File: config.mk
export PLATFORM = sky130hd
export DESIGN_NAME = midi_msg_parser
export DESIGN_NICKNAME = d
export VERILOG_FILES = /design/src/rtl/midi_msg_parser.sv
export SDC_FILE = /design/constraint.sdc
export NUM_CORES = 1
export LEC_CHECK = 0
export CAP_MARGIN = 20
export CORE_MARGIN = 5
export CORE_UTILIZATION = 45
export CTS_CLUSTER_SIZE = 14
export DETAILED_ROUTE_END_ITERATION = 8
export PLACE_DENSITY = 0.68
export RECOVER_POWER = 50
export SLEW_MARGIN = 20
export SYNTH_ARGS = -nofsm -noshare
export SYNTH_HDL_FRONTEND = slang
export SYNTH_SLANG_ARGS = --single-unit
File: constraint.sdc
create_clock -name i_clk_aud -period 3.3 [get_ports i_clk_aud]
set_input_delay 0.99 -clock i_clk_aud [delete_from_list [all_inputs] [get_ports i_clk_aud]]
set_output_delay 0.99 -clock i_clk_aud [all_outputs]
set_load 0.01 [all_outputs]
File: src/rtl/midi_msg_parser.sv
// MIDI channel voice message parser: sequences receiver bytes into note,
// controller and pitch-bend events with running status and channel filtering.
module midi_msg_parser #(
    parameter logic [3:0] CHANNEL = 4'd0,
    parameter logic       OMNI    = 1'b0
) (
    input  logic        i_clk_aud,
    input  logic        i_aud_rst_n,
    input  logic        i_byte_valid,
    input  logic [7:0]  i_byte,
    output logic        o_note_on,
    output logic        o_note_off,
    output logic [6:0]  o_note,
    output logic [6:0]  o_velocity,
    output logic        o_cc_valid,
    output logic [6:0]  o_cc_num,
    output logic [6:0]  o_cc_val,
    output logic        o_pb_valid,
    output logic [13:0] o_pitch_bend,
    output logic        o_in_sysex
);

    typedef enum logic [1:0] {
        NO_STATUS = 2'd0,
        WAIT_D1   = 2'd1,
        WAIT_D2   = 2'd2,
        SYSEX     = 2'd3
    } state_t;

    // Message type codes as held in status[6:4]
    localparam logic [2:0] T_NOTE_OFF = 3'h0;
    localparam logic [2:0] T_NOTE_ON  = 3'h1;
    localparam logic [2:0] T_CC       = 3'h3;
    localparam logic [2:0] T_PROG     = 3'h4;
    localparam logic [2:0] T_CHPRESS  = 3'h5;
    localparam logic [2:0] T_PBEND    = 3'h6;

    state_t      state_q, state_d;
    logic [2:0]  type_q, type_d;
    logic [3:0]  chan_q, chan_d;
    logic [6:0]  d1_q, d1_d;
    logic        note_on_q, note_on_d;
    logic        note_off_q, note_off_d;
    logic [6:0]  note_q, note_d;
    logic [6:0]  vel_q, vel_d;
    logic        cc_valid_q, cc_valid_d;
    logic [6:0]  cc_num_q, cc_num_d;
    logic [6:0]  cc_val_q, cc_val_d;
    logic        pb_valid_q, pb_valid_d;
    logic [13:0] pb_q, pb_d;

    logic        is_data, is_chan_status, is_realtime;
    logic        complete;
    logic [6:0]  c1, c2;

    // Byte classification
    always_comb begin
        is_data        = ~i_byte[7];
        is_realtime    = (i_byte[7:3] == 5'b11111);
        is_chan_status = i_byte[7] && (i_byte[7:4] != 4'hF);
    end

    // Next-state, data sequencing and event decode
    always_comb begin
        state_d    = state_q;
        type_d     = type_q;
        chan_d     = chan_q;
        d1_d       = d1_q;
        note_on_d  = 1'b0;
        note_off_d = 1'b0;
        cc_valid_d = 1'b0;
        pb_valid_d = 1'b0;
        note_d     = note_q;
        vel_d      = vel_q;
        cc_num_d   = cc_num_q;
        cc_val_d   = cc_val_q;
        pb_d       = pb_q;
        complete   = 1'b0;
        c1         = '0;
        c2         = '0;

        if (i_byte_valid && !is_realtime) begin
            if (is_chan_status) begin
                type_d  = i_byte[6:4];
                chan_d  = i_byte[3:0];
                state_d = WAIT_D1;
            end else if (!is_data) begin
                // System common: F0 opens SysEx, everything else ends any block
                type_d  = '0;
                chan_d  = '0;
                state_d = (i_byte == 8'hF0) ? SYSEX : NO_STATUS;
            end else begin
                unique case (state_q)
                    WAIT_D1: begin
                        if (type_q == T_PROG || type_q == T_CHPRESS) begin
                            complete = 1'b1;
                            c1       = i_byte[6:0];
                        end else begin
                            d1_d    = i_byte[6:0];
                            state_d = WAIT_D2;
                        end
                    end
                    WAIT_D2: begin
                        complete = 1'b1;
                        c1       = d1_q;
                        c2       = i_byte[6:0];
                        state_d  = WAIT_D1;
                    end
                    default: ;
                endcase
            end
        end

        if (complete && (OMNI || chan_q == CHANNEL)) begin
            case (type_q)
                T_NOTE_ON, T_NOTE_OFF: begin
                    note_on_d  = (type_q == T_NOTE_ON) && (c2 != 7'd0);
                    note_off_d = !((type_q == T_NOTE_ON) && (c2 != 7'd0));
                    note_d     = c1;
                    vel_d      = c2;
                end
                T_CC: begin
                    cc_valid_d = 1'b1;
                    cc_num_d   = c1;
                    cc_val_d   = c2;
                end
                T_PBEND: begin
                    pb_valid_d = 1'b1;
                    pb_d       = {c2, c1};
                end
                default: ;
            endcase
        end
    end

    // State and output registers
    always_ff @(posedge i_clk_aud or negedge i_aud_rst_n) begin
        if (!i_aud_rst_n) begin
            state_q    <= NO_STATUS;
            type_q     <= '0;
            chan_q     <= '0;
            d1_q       <= '0;
            note_on_q  <= 1'b0;
            note_off_q <= 1'b0;
            note_q     <= '0;
            vel_q      <= '0;
            cc_valid_q <= 1'b0;
            cc_num_q   <= '0;
            cc_val_q   <= '0;
            pb_valid_q <= 1'b0;
            pb_q       <= '0;
        end else begin
            state_q    <= state_d;
            type_q     <= type_d;
            chan_q     <= chan_d;
            d1_q       <= d1_d;
            note_on_q  <= note_on_d;
            note_off_q <= note_off_d;
            note_q     <= note_d;
            vel_q      <= vel_d;
            cc_valid_q <= cc_valid_d;
            cc_num_q   <= cc_num_d;
            cc_val_q   <= cc_val_d;
            pb_valid_q <= pb_valid_d;
            pb_q       <= pb_d;
        end
    end

    assign o_note_on    = note_on_q;
    assign o_note_off   = note_off_q;
    assign o_note       = note_q;
    assign o_velocity   = vel_q;
    assign o_cc_valid   = cc_valid_q;
    assign o_cc_num     = cc_num_q;
    assign o_cc_val     = cc_val_q;
    assign o_pb_valid   = pb_valid_q;
    assign o_pitch_bend = pb_q;
    assign o_in_sysex   = (state_q == SYSEX);

endmodule
## Word-level counts from Yosys, hierarchy flattened

Cells that the tools add are included.

- Add/sub/neg operators: 0
- Multiply operators: 0
- Div/mod/pow operators: 0
- Order comparisons: 0
- Equality and inequality tests: 12
- Shift operators: 0
- Multiplexer cells: 31
- Bitwise logic cells: 3
- Reduce and logical (&&, ||, !) cells: 19

Operators with widths:

| kind | number |
|---|---|
| 7-bit two-way mux | 8 |
| 7-bit case mux with 2 select lines | 1 |
| 1-bit two-way mux | 12 |
| 3-bit == test, second input constant | 3 |
| 8-bit == test, second input constant | 1 |
| 2-bit two-way mux | 4 |
| 4-bit two-way mux | 2 |
| 4-bit != test, second input constant | 2 |
| 2-bit AND reduction | 4 |
| 7-bit nonzero test | 1 |
| 3-bit two-way mux | 2 |
| 5-bit == test, second input constant | 1 |
| 5-bit AND reduction | 1 |
| 2-bit == test, second input constant | 2 |
| 1-bit logical AND | 4 |
| 4-bit zero test | 1 |
| 2-bit case mux with 2 select lines | 1 |
| 4-bit nonzero test | 1 |
| 3-bit by 1-bit == test with 1-bit output, second input constant | 1 |
| 3-bit by 2-bit == test with 1-bit output, second input constant | 1 |
| 3-bit zero test | 1 |
| 1-bit inverter | 3 |
| 3-bit AND reduction | 1 |
| 2-bit by 1-bit == test with 1-bit output, second input constant | 1 |
| 5 further kinds | 6 |

- Register bits after elaboration: 62
- Latch bits: 0
- Memory bits (writable): 0
- ROM bits: 0
- Input bits: 11
- Output and inout port bits: 47
- Logic and storage cells: 78
- Memories: 0

## Logic depth before layout (Yosys ltp)

Gate-level depths: netlist of the first run.

- Depth after elaboration: 10
- Mapped depth: 7
- Mapped depth without buffers: 5

## Worst setup path after synthesis of the first run

No wires, ideal clock.

- Path kind: input to register
- Start: in i_byte[1]
- End: reg note_off_q (netlist: o_note_off)
- Setup time: 0.111 ns
- Arrival: 2.266 ns
- Required time: 3.189 ns
- Setup slack: 0.923 ns
- Stages on the path: 3
- Buffers on the path: 0
- Cells stage by stage: or4_4 > or4_4 > a2111oi_2

- Word-level cells in the longest chain between the ends: 9

RTL lines:

| what | line | text |
|---|---|---|
| from (decl) | 10 | `input logic [7:0] i_byte,` |
| 7-bit two-way mux | 93 | `unique case (state_q)` |
| 7-bit two-way mux | 87 | `end else if (!is_data) begin` |
| 7-bit two-way mux | 83 | `if (is_chan_status) begin` |
| 7-bit two-way mux | 82 | `if (i_byte_valid && !is_realtime) begin` |
| 7-bit nonzero test | 118 | `note_off_d = !((type_q == T_NOTE_ON) && (c2 != 7'd0));` |
| 1-bit logical AND | 118 |  |
| 1-bit zero test | 118 |  |
| 1-bit two-way mux | 115 | `case (type_q)` |
| 1-bit two-way mux | 114 | `if (complete && (OMNI \|\| chan_q == CHANNEL)) begin` |
| via note_off_d | 43 | `logic note_off_q, note_off_d;` |
| to (signal assigned) | 158 | `note_off_q <= note_off_d;` |
| to (decl) | 43 |  |

The timed path passes the listed nets, and every way through them passes these cells.
A chain may end at the register's enable or synchronous reset.

## Worst setup path in the final report of the first run

Same ends and word-level chain as after synthesis.

==> results of run 1 <==
worst paths after layout:
kind,depth (start not counted),endpoint,slack [ns],start
max,4,o_note_off,0.64,i_byte[1]
min,1,o_pitch_bend[6],0.50,o_pitch_bend[6]
max reg2reg,6,o_cc_val[2],1.07,state_q[0]
min reg2reg,1,o_pitch_bend[6],0.50,o_pitch_bend[6]
max in group asynchronous,1,o_cc_val[3],1.29,i_aud_rst_n
min in group asynchronous,1,o_cc_val[6],1.07,i_aud_rst_n
layout make-up:
class,count,share of cell area [%]
tap,75,2.64
multi-input combinational,119,30.3
inverter,6,0.634
clock buffer,11,4.27
sequential,62,43.7
timing repair buffer,66,18.2
clock inverter,2,0.282
power groups by stage:
stage,sequential (W),combinational (W),clock (W)
after global placement,0.000888,0.000293,0
after CTS,0.000876,0.000297,0.000579
after floorplan,0.000880,0.000193,0
after global routing,0.000888,0.000325,0.000607
final,0.000877,0.000293,0.000560
after detailed placement,0.000891,0.000293,0
cells in the mapped netlist, types with 2 or more instances:
cell	count
a22o_1	9
and2_1	6
nand4_1	2
or4_4	2
o21ai_0	2
clkbuf_1	5
a21oi_1	4
o211ai_1	3
dfrtp_1	62
and3b_1	2
nor2_1	3
inv_1	6
nand2_1	7
a21o_1	2
buf_2	4
mux2_2	49
nor2b_1	3
ha_1	3
nand4b_1	2
a22o_2	2
registers in the layout, indices dropped and copies added (netlist names):
signal / count
o_pitch_bend: 14
d1_q: 7
o_cc_num: 7
o_cc_val: 7
o_note: 7
o_velocity: 7
chan_q: 4
type_q: 3
state_q: 2
o_cc_valid: 1
o_note_off: 1
o_note_on: 1
o_pb_valid: 1
layer usage:
metal | global-route usage [%] | up-vias | wire (microns)
met5 | 0 | - | 0
met4 | 7.67 | 0 | 77
met3 | 4.45 | 7 | 340
met2 | 25.5 | 50 | 2750
met1 | 23.6 | 888 | 2700
li1 | - | 853 | -
cells by family after synthesis:
family          count (synthesis)  synth area share, %
simple gates                   37                 8.94
fa+ha+maj                       3                 1.40
buf+inv                        15                 2.28
compound gates                 30                 9.17
mux                            49                 20.5
flops                          62                 57.7
layout by cell type (no fill, tap or decap), types with 2 or more instances in the layout:
cell	n
a21o_1	2
a21oi_1	4
a22o_1	9
a22o_2	2
and2_1	6
and3b_1	2
buf_4	8
clkbuf_8	11
clkdlybuf4s50_1	33
clkinv_2	2
dfrtp_1	62
dlygate4sd3_1	23
ha_1	3
inv_1	6
mux2_2	49
nand2_1	7
nand4_1	2
nand4b_1	2
nor2_1	3
nor2b_1	3
o211ai_1	3
o21ai_0	2
or4_4	2
through the flow:
stage	hold slack (ns)	setup slack [ns]	total power, W
6_report	0.499	0.645	0.00173
5_1_grt	0.517	0.582	0.00182
4_1_cts	0.507	0.674	0.00175
3_5_place_dp	0.493	0.322	0.00118
3_3_place_gp	0.489	0.360	0.00118
2_1_floorplan	0.479	0.923	0.00107
==> results.tsv, run 1 <==
stage	metric	value	unit
route	wl	5870	microns
grt	antenna_found_initial	0	
final_layout	multi_input_area	1080	sq um
sta	setup_violations	0	
cts	cts-root-buf	clkbuf_8	
setup_path	crit_slowest_cell	or4_4	
setup_path	worstPathRequired	3.52	ns
sta	skew	0.00594	ns
logic_synthesis	synth_cell_types	38	
sta	tns	0	ns
power_and_ir_drop	clockPowerShare	32.4	%
cts	cts_tree	yes	
floorplanning	rows	28	
logic_synthesis	yosysSeqAreaShare	57.7	%
final_layout	final_cell_count_no_fill	341	
power_and_ir_drop	cellPowerDensity	487	nW/um^2
logic_synthesis	synthFlopType	dfrtp_1	
cts	clkSinkCount	62	
sta	fmax	0.377	GHz
setup_path	cp-end-kind	flip-flop	
power_and_ir_drop	p_int	0.00127	W
floorplanning	die_area	7620	sq um
cts	cts_hold_buffers	0	
logic_synthesis	yosys_warnings	0	
grt	grt_pass1_wl	9780	microns
logic_synthesis	yosys_register_bits	62	
route	drt-vias-per-instance	5.27	
logic_synthesis	async_flop_share	100	%
floorplanning	coreArea	5850	sq um
grt	grt-ovfl-total	0	
cts	postCtsSetupRepairBufs	0	
cts	cts-buffers-inserted	9	
logic_synthesis	synth.top_cell.area_share	57.7	%
final_layout	diodes	0	
place	post_dp_cell_area	3390	sq um
power_and_ir_drop	peakVddDrop	0.000260	V
setup_path	crit_type	input pin to flip-flop	
sta	final_max_slew_viol_count	30	
route	dr_total_vias	1798	
job	max_cap_violations	1	
final_layout	nets	278	
floorplanning	die_w	87.3	microns
setup_path	critPathLaunchType	input pin	
place	gp_congestion	0.853	
cts	cts-htree-levels	3	
power_and_ir_drop	pwr-share-seq	50.7	%
grt	grt_pass1_vias	1879	
route	drcViolationCount	0	
logic_synthesis	synth_edf_count	0	
run_status	outcome	finished, violations left	
sta	tightest_slew	1.62	ns
run_status	violations	max-capacitance violations, max-slew violations	
power_and_ir_drop	swShare	26.7	%
route	drt_iter0_markers	103	
final_layout	drive_gt1_share	30.5	%
sta	finalHoldViolCount	0	
final_layout	final_area	3550	sq um
sta	rsz0062_at_grt	no	
logic_synthesis	yosysTopAreaCell	dfrtp_1	
cts	clock_latency	0.32	ns
logic_synthesis	syn_nets	210	
setup_path	crit_fanout	6	
floorplanning	start_util	46.0	%
power_and_ir_drop	power.switching	0.000462	W
setup_path	slowest_delay	0.58	ns
route	drtAntennaViolNets	0	
final_layout	syn_to_final_growth	32.0	%
final_layout	final_core_util	60.7	%
setup_path	crit_family	simple AND/OR/NAND/NOR gates	
sta	fin_crit_sh	80.5	%
logic_synthesis	syn_avg_cell_area	13.7	sq um
place	io_buffers	57	
logic_synthesis	yosys-top-cells-area	dfrtp_1 (58%), mux2_2 (21%), a22o_1 (2.9%)	
setup_path	cp_cell_sequence	clkdlybuf4s50_1 -> or4_4 -> or4_4 -> a2111oi_2	
power_and_ir_drop	pwr-share-comb	16.9	%
place	dp_hpwl	4360	microns
sta	max_slew_margin	-7.97	%
route	wire_per_inst	17.2	microns
cts	clk_path_buf_depth	2	
final_layout	fillCellCount	477	
sta	fin_crit	2.66	ns
setup_path	cp.arrival	2.87	ns
floorplanning	pin_count	58	
grt	gr-usage-all-layers	17.2	%
grt	grt_max_degree	34	
cts	clkSlewWorstSetupHoldPaths	0.06	ns
final_layout	regArea	1550	sq um
power_and_ir_drop	p_leak	1.76	nW
worst_hold_path	hp-class	flip-flop to flip-flop	
logic_synthesis	synth_cells	196	
setup_path	critPathBufInv	1	
setup_path	cpMostUsedCell	or4_4	
place	placed_cells	328	
route	drt-pass1-iter-count	4	
logic_synthesis	syn_area	2690	sq um
cts	cts_resized	0	
floorplanning	die_h	87.3	microns
Note: power is estimated with default switching activity, not from simulation.
==> inputs of run 2 (changes only) <==
Settings changed: PLACE_DENSITY 0.68 to 0.71.
Clock period 3.3 ns to 2.22 ns, I/O delays scaled along.
==> results.tsv, run 2 (synthesis results as in run 1) <==
stage	metric	value	unit	change
cts	cts_hold_buffers	0		unchanged
route	drtAntennaViolNets	0		unchanged
grt	grt_pass1_vias	2005		+6.7%
floorplanning	start_util	46.0	%	unchanged
route	wl	6030	microns	+2.7%
route	drt-pass1-iter-count	4		unchanged
final_layout	final_common_cell	dfrtp_1		
cts	clkSinkCount	62		unchanged
grt	gr-usage-all-layers	17.2	%	+0.046 points
cts	cts_tree	yes		
power_and_ir_drop	p_leak	1.75	nW	-0.80%
route	drt-vias-per-instance	5.30		+0.55%
grt	grt-ovfl-total	0		unchanged
cts	postCtsSetupRepairBufs	0		unchanged
sta	rsz0062_at_grt	no		
place	dp_hpwl	4490	microns	+3.0%
setup_path	crit_type	input pin to flip-flop		
grt	grt_pass1_wl	10000	microns	+2.6%
sta	skew	0.00571	ns	-0.000231 ns
job	max_cap_violations	0		-1
grt	grt_max_degree	63		+85%
sta	finalWorstSetupSlack	0.0941	ns	-0.551 ns
final_layout	regArea	1550	sq um	unchanged
setup_path	cp.arrival	2.35	ns	-0.52 ns
final_layout	diodes	0		unchanged
sta	fmax	0.470	GHz	
floorplanning	rows	28		unchanged
floorplanning	pin_count	58		unchanged
final_layout	nets	292		+5.0%
place	gp_congestion	0.899		+5.4%
final_layout	drive_gt1_share	32.2	%	+1.7 points
setup_path	crit_fanout	2		-4
floorplanning	die_h	87.3	microns	unchanged
sta	setup_violations	0		unchanged
final_layout	layout_common_cells	dfrtp_1 (62), clkdlybuf4s50_1 (51), mux2_2 (49), buf_4 (19), clkbuf_8 (10)		
grt	antenna_found_initial	0		unchanged
route	wire_per_inst	16.8	microns	-2.2%
route	drcViolationCount	0		unchanged
final_layout	multi_input_area	1090	sq um	+1.2%
final_layout	fillCellCount	460		-3.6%
floorplanning	die_w	87.3	microns	unchanged
setup_path	critPathLaunchType	input pin		
power_and_ir_drop	fin_total_pwr	0.00259	W	+50%
floorplanning	die_area	7620	sq um	unchanged
worst_hold_path	hp-class	flip-flop to flip-flop		
place	io_buffers	57		unchanged
sta	tightest_slew	1.49	ns	-0.131 ns
cts	cts-htree-levels	3		unchanged
power_and_ir_drop	cellPowerDensity	711	nW/um^2	+46%
cts	clk_path_buf_depth	2		unchanged
place	pre_cts_ws	-0.371	ns	-0.693 ns
sta	fin_crit	2.13	ns	
sta	finalHoldViolCount	0		unchanged
setup_path	worstPathRequired	2.44	ns	-1.08 ns
cts	clkSlewWorstSetupHoldPaths	0.06	ns	about the same
sta	fin_crit_sh	95.8	%	
cts	cts-buffers-inserted	9		unchanged
cts	cts-root-buf	clkbuf_8		
run_status	outcome	finished, final reports clean		
sta	max_slew_margin	0.735	%	+8.7 points
final_layout	syn_to_final_growth	35.4	%	
final_layout	largest_register_ff_count	14		unchanged
sta	hold_slack	0.500	ns	+0.000693 ns
setup_path	cp-end-kind	flip-flop		
route	dr_total_vias	1898		+5.6%
power_and_ir_drop	peakVddDrop	0.000414	V	+59%
route	drt_iter0_markers	65		-37%
floorplanning	coreArea	5850	sq um	unchanged
sta	final_max_slew_viol_count	0		-100%
cts	clock_latency	0.33	ns	about the same
[run 2: changes by cell type in the layout (fill, tap and decap cells not counted), moves of 7 or more]
cell             change
clkdlybuf4s50_1     +18
buf_4               +11
clkbuf_1             +7
dlygate4sd3_1       -19
[run 2: metal layers]
metal / GRT usage (%) / share of wire (%)
met5: 0 / 0
met4: 6.56 / 1.5
met3: 4.54 / 5.2
met2: 26.4 / 48
met1: 23.3 / 45
[run 2: metrics by stage]
stage	instances	util [%]	setup TNS (ns)	instance area [sq um]
final	358	62.2	0	3640
after global routing	358	62.2	0	3640
after CTS	358	62.5	0	3650
after detailed placement	342	59.7	-1.36	3490
after global placement	342	59.7	-1.22	3490
after floorplan	196	-	0	2690
[run 2: power breakdown]
part | internal, W | total [W] | leakage [nW] | switching (W)
Clock | 0.000436 | 0.000825 | 0.0817 | 0.000389
Combinational | 0.000225 | 0.000459 | 0.828 | 0.000234
Sequential | 0.00123 | 0.00131 | 0.836 | 0.0000736
Total | 0.00189 | 0.00259 | 1.75 | 0.000697
[run 2: layout make-up]
type                            instances  share of cell area (%)
Tap cell                               75                    2.58
Multi-Input combinational cell        119                    29.9
Inverter                                6                   0.619
Clock buffer                           15                    4.30
Sequential cell                        62                    42.6
Clock inverter                          1                   0.137
Timing Repair Buffer                   80                    19.9
[run 2: critical path: stages]
cell and delay, ns:
clkdlybuf4s50_1 0.42, or4_4 0.53, or4_4 0.45, a2111oi_4 0.28
[run 2: what timing repair did]
action | in CTS | in global routing
pin swaps | 0 | 1
gates resized for setup | 1 | 1
setup endpoints to repair | 1 | 1
[run 2: final timing paths]
kind	from	endpoint	slack, ns	cells past startpoint
max in group asynchronous	i_aud_rst_n	o_pitch_bend[10]	0.54	2
setup / recovery	i_byte[0]	o_note_off	0.09	4
hold / removal	o_velocity[6]	o_velocity[6]	0.50	1
hold reg to reg	o_velocity[6]	o_velocity[6]	0.50	1
min in group asynchronous	i_aud_rst_n	chan_q[2]	0.77	2
setup reg to reg	state_q[0]	o_cc_val[4]	0.32	6
==> inputs of run 3 (changes only) <==
Settings changed: CAP_MARGIN 20 to 15, RECOVER_POWER 50 to not set.
==> results.tsv, run 3 (synthesis results as in run 1) <==
stage	metric	value	unit	change
power_and_ir_drop	pwr-share-seq	50.3	%	about the same
grt	grt-ovfl-total	0		unchanged
power_and_ir_drop	p_leak	1.75	nW	about the same
cts	clkSinkCount	62		unchanged
route	drt-pass1-iter-count	4		unchanged
setup_path	crit_slowest_cell	or4_4		
sta	hold_slack	0.326	ns	-0.175 ns
route	wl	6000	microns	-0.55%
setup_path	slowest_delay	0.53	ns	about the same
place	io_buffers	57		unchanged
final_layout	nets	292		unchanged
final_layout	final_common_cell	dfrtp_1		
sta	fmax	0.470	GHz	about the same
setup_path	worstPathRequired	2.44	ns	about the same
grt	gr-usage-all-layers	17.2	%	unchanged
sta	finalHoldViolCount	0		unchanged
power_and_ir_drop	clockPowerShare	31.8	%	about the same
final_layout	fillCellCount	455		-1.1%
floorplanning	start_util	46.0	%	unchanged
grt	antenna_found_initial	0		unchanged
route	drcViolationCount	0		unchanged
sta	tightest_slew	0.508	ns	-0.981 ns
sta	skew	0.00542	ns	-0.000296 ns
final_layout	final_area	3670	sq um	+0.72%
place	gp_congestion	0.899		unchanged
power_and_ir_drop	pwr-share-comb	17.9	%	+0.2 points
final_layout	drive_gt1_share	33.2	%	+1.1 points
route	drt-vias-per-instance	5.33		+0.53%
final_layout	diodes	0		unchanged
job	max_cap_violations	0		unchanged
setup_path	crit_type	input pin to flip-flop		
power_and_ir_drop	swShare	26.8	%	-0.14 points
cts	clk_path_buf_depth	2		unchanged
floorplanning	rows	28		unchanged
floorplanning	die_w	87.3	microns	unchanged
worst_hold_path	hp-class	input pin to async pin		
route	dr_total_vias	1908		+0.53%
place	post_dp_cell_area	3490	sq um	unchanged
cts	cts_hold_buffers	0		unchanged
sta	rsz0062_at_grt	no		
place	dp_hpwl	4490	microns	unchanged
setup_path	cp-end-kind	flip-flop		
cts	cts-root-buf	clkbuf_8		
route	wire_per_inst	16.8	microns	-0.55%
run_status	outcome	finished, final reports clean		
power_and_ir_drop	fin_total_pwr	0.00259	W	+0.11%
route	drt_iter0_markers	79		+22%
setup_path	cp_cell_sequence	clkdlybuf4s50_1 -> or4_4 -> or4_4 -> a2111oi_4		
cts	cts-htree-levels	3		unchanged
floorplanning	die_h	87.3	microns	unchanged
grt	grt_pass1_wl	10000	microns	unchanged
floorplanning	pin_count	58		unchanged
route	drtAntennaViolNets	0		unchanged
sta	fin_crit_sh	95.8	%	about the same
floorplanning	coreArea	5850	sq um	unchanged
grt	grt_max_degree	63		unchanged
final_layout	syn_to_final_growth	36.4	%	
setup_path	crit_fanout	2		unchanged
power_and_ir_drop	peakVddDrop	0.000412	V	-0.28%
sta	max_slew_margin	65.8	%	+65 points
final_layout	largest_register_ff_count	14		unchanged
cts	postCtsSetupRepairBufs	0		unchanged
cts	clkSlewWorstSetupHoldPaths	0.06	ns	about the same
floorplanning	die_area	7620	sq um	unchanged
cts	clock_latency	0.33	ns	about the same
power_and_ir_drop	cellPowerDensity	707	nW/um^2	-0.61%
power_and_ir_drop	p_int	0.00190	W	+0.30%
grt	grt_pass1_vias	2005		unchanged
setup_path	cp.arrival	2.35	ns	about the same
power_and_ir_drop	power.switching	0.000694	W	-0.42%
final_layout	layout_common_cells	dfrtp_1 (62), clkdlybuf4s50_1 (55), mux2_2 (49), buf_4 (22), clkbuf_8 (10)		
sta	setup_violations	0		unchanged
cts	cts_tree	yes		
sta	fin_crit	2.13	ns	+0.000631 ns
setup_path	critPathLaunchType	input pin		
cts	cts-buffers-inserted	9		unchanged
setup_path	cpMostUsedCell	or4_4		
sta	final_max_slew_viol_count	0		unchanged
-- run 3: power groups by stage --
stage	sequential (W)	clock (W)	combinational [W]
final	0.00131	0.000824	0.000463
after CTS	0.00130	0.000846	0.000464
after global placement	0.00132	0	0.000450
after global routing	0.00132	0.000904	0.000513
after floorplan	0.00131	0	0.000287
after detailed placement	0.00132	0	0.000461
-- run 3: final cells by class --
class	instances	area [sq um]	share of cell area, %
clock buffers	15	156	4.26
clock inverters	1	5.00	0.136
inverters	6	22.5	0.614
multi-input cells	119	1090	29.7
flip-flops and latches	62	1550	42.3
well taps	75	93.8	2.56
repair buffers	80	749	20.4
-- run 3: final timing paths --
check                                  from  slack (ns)  depth (start not counted)               end
setup / recovery                  i_byte[0]        0.09                          4        o_note_off
hold / removal                  i_aud_rst_n        0.33                          2         chan_q[2]
setup reg to reg                 state_q[0]        0.33                          6       o_cc_val[4]
hold reg to reg            o_pitch_bend[11]        0.50                          1  o_pitch_bend[11]
max in group asynchronous       i_aud_rst_n        1.61                          2  o_pitch_bend[10]
min in group i_clk_aud     o_pitch_bend[11]        0.50                          1  o_pitch_bend[11]
-- run 3: critical path, delay by kind of cell --
kind	cells	cell delay (ns)
simple gates	2	0.98
compound gates	1	0.28
buf+inv	1	0.42
-- run 3: stage by stage --
stage	worst slack [ns]	cells	setup TNS, ns	utilization [%]
5_1_grt	0.0492	358	0	62.7
3_5_place_dp	-0.371	342	-1.36	59.7
3_3_place_gp	-0.385	342	-1.22	59.7
2_1_floorplan	0.167	196	0	-
6_report	0.0934	358	0	62.7
4_1_cts	0.0508	358	0	62.5
-- run 3: repair_timing --
action,in CTS,in global routing
endpoints found under the setup margin,1,1
gates resized for setup,1,1
pin swaps,0,1
hold endpoints to repair,0,0
-- run 3: routing by layer --
layer  routed length, microns  vias to the layer above  part of all wire, %  GRT usage (%)
met3                      335                       10                  5.6           4.54
met5                        0                        -                    0              0
met2                     2880                       57                   48           26.4
met4                      102                        0                  1.7           6.56
li1                         -                      879                    -              -
met1                     2680                      962                   45           23.3
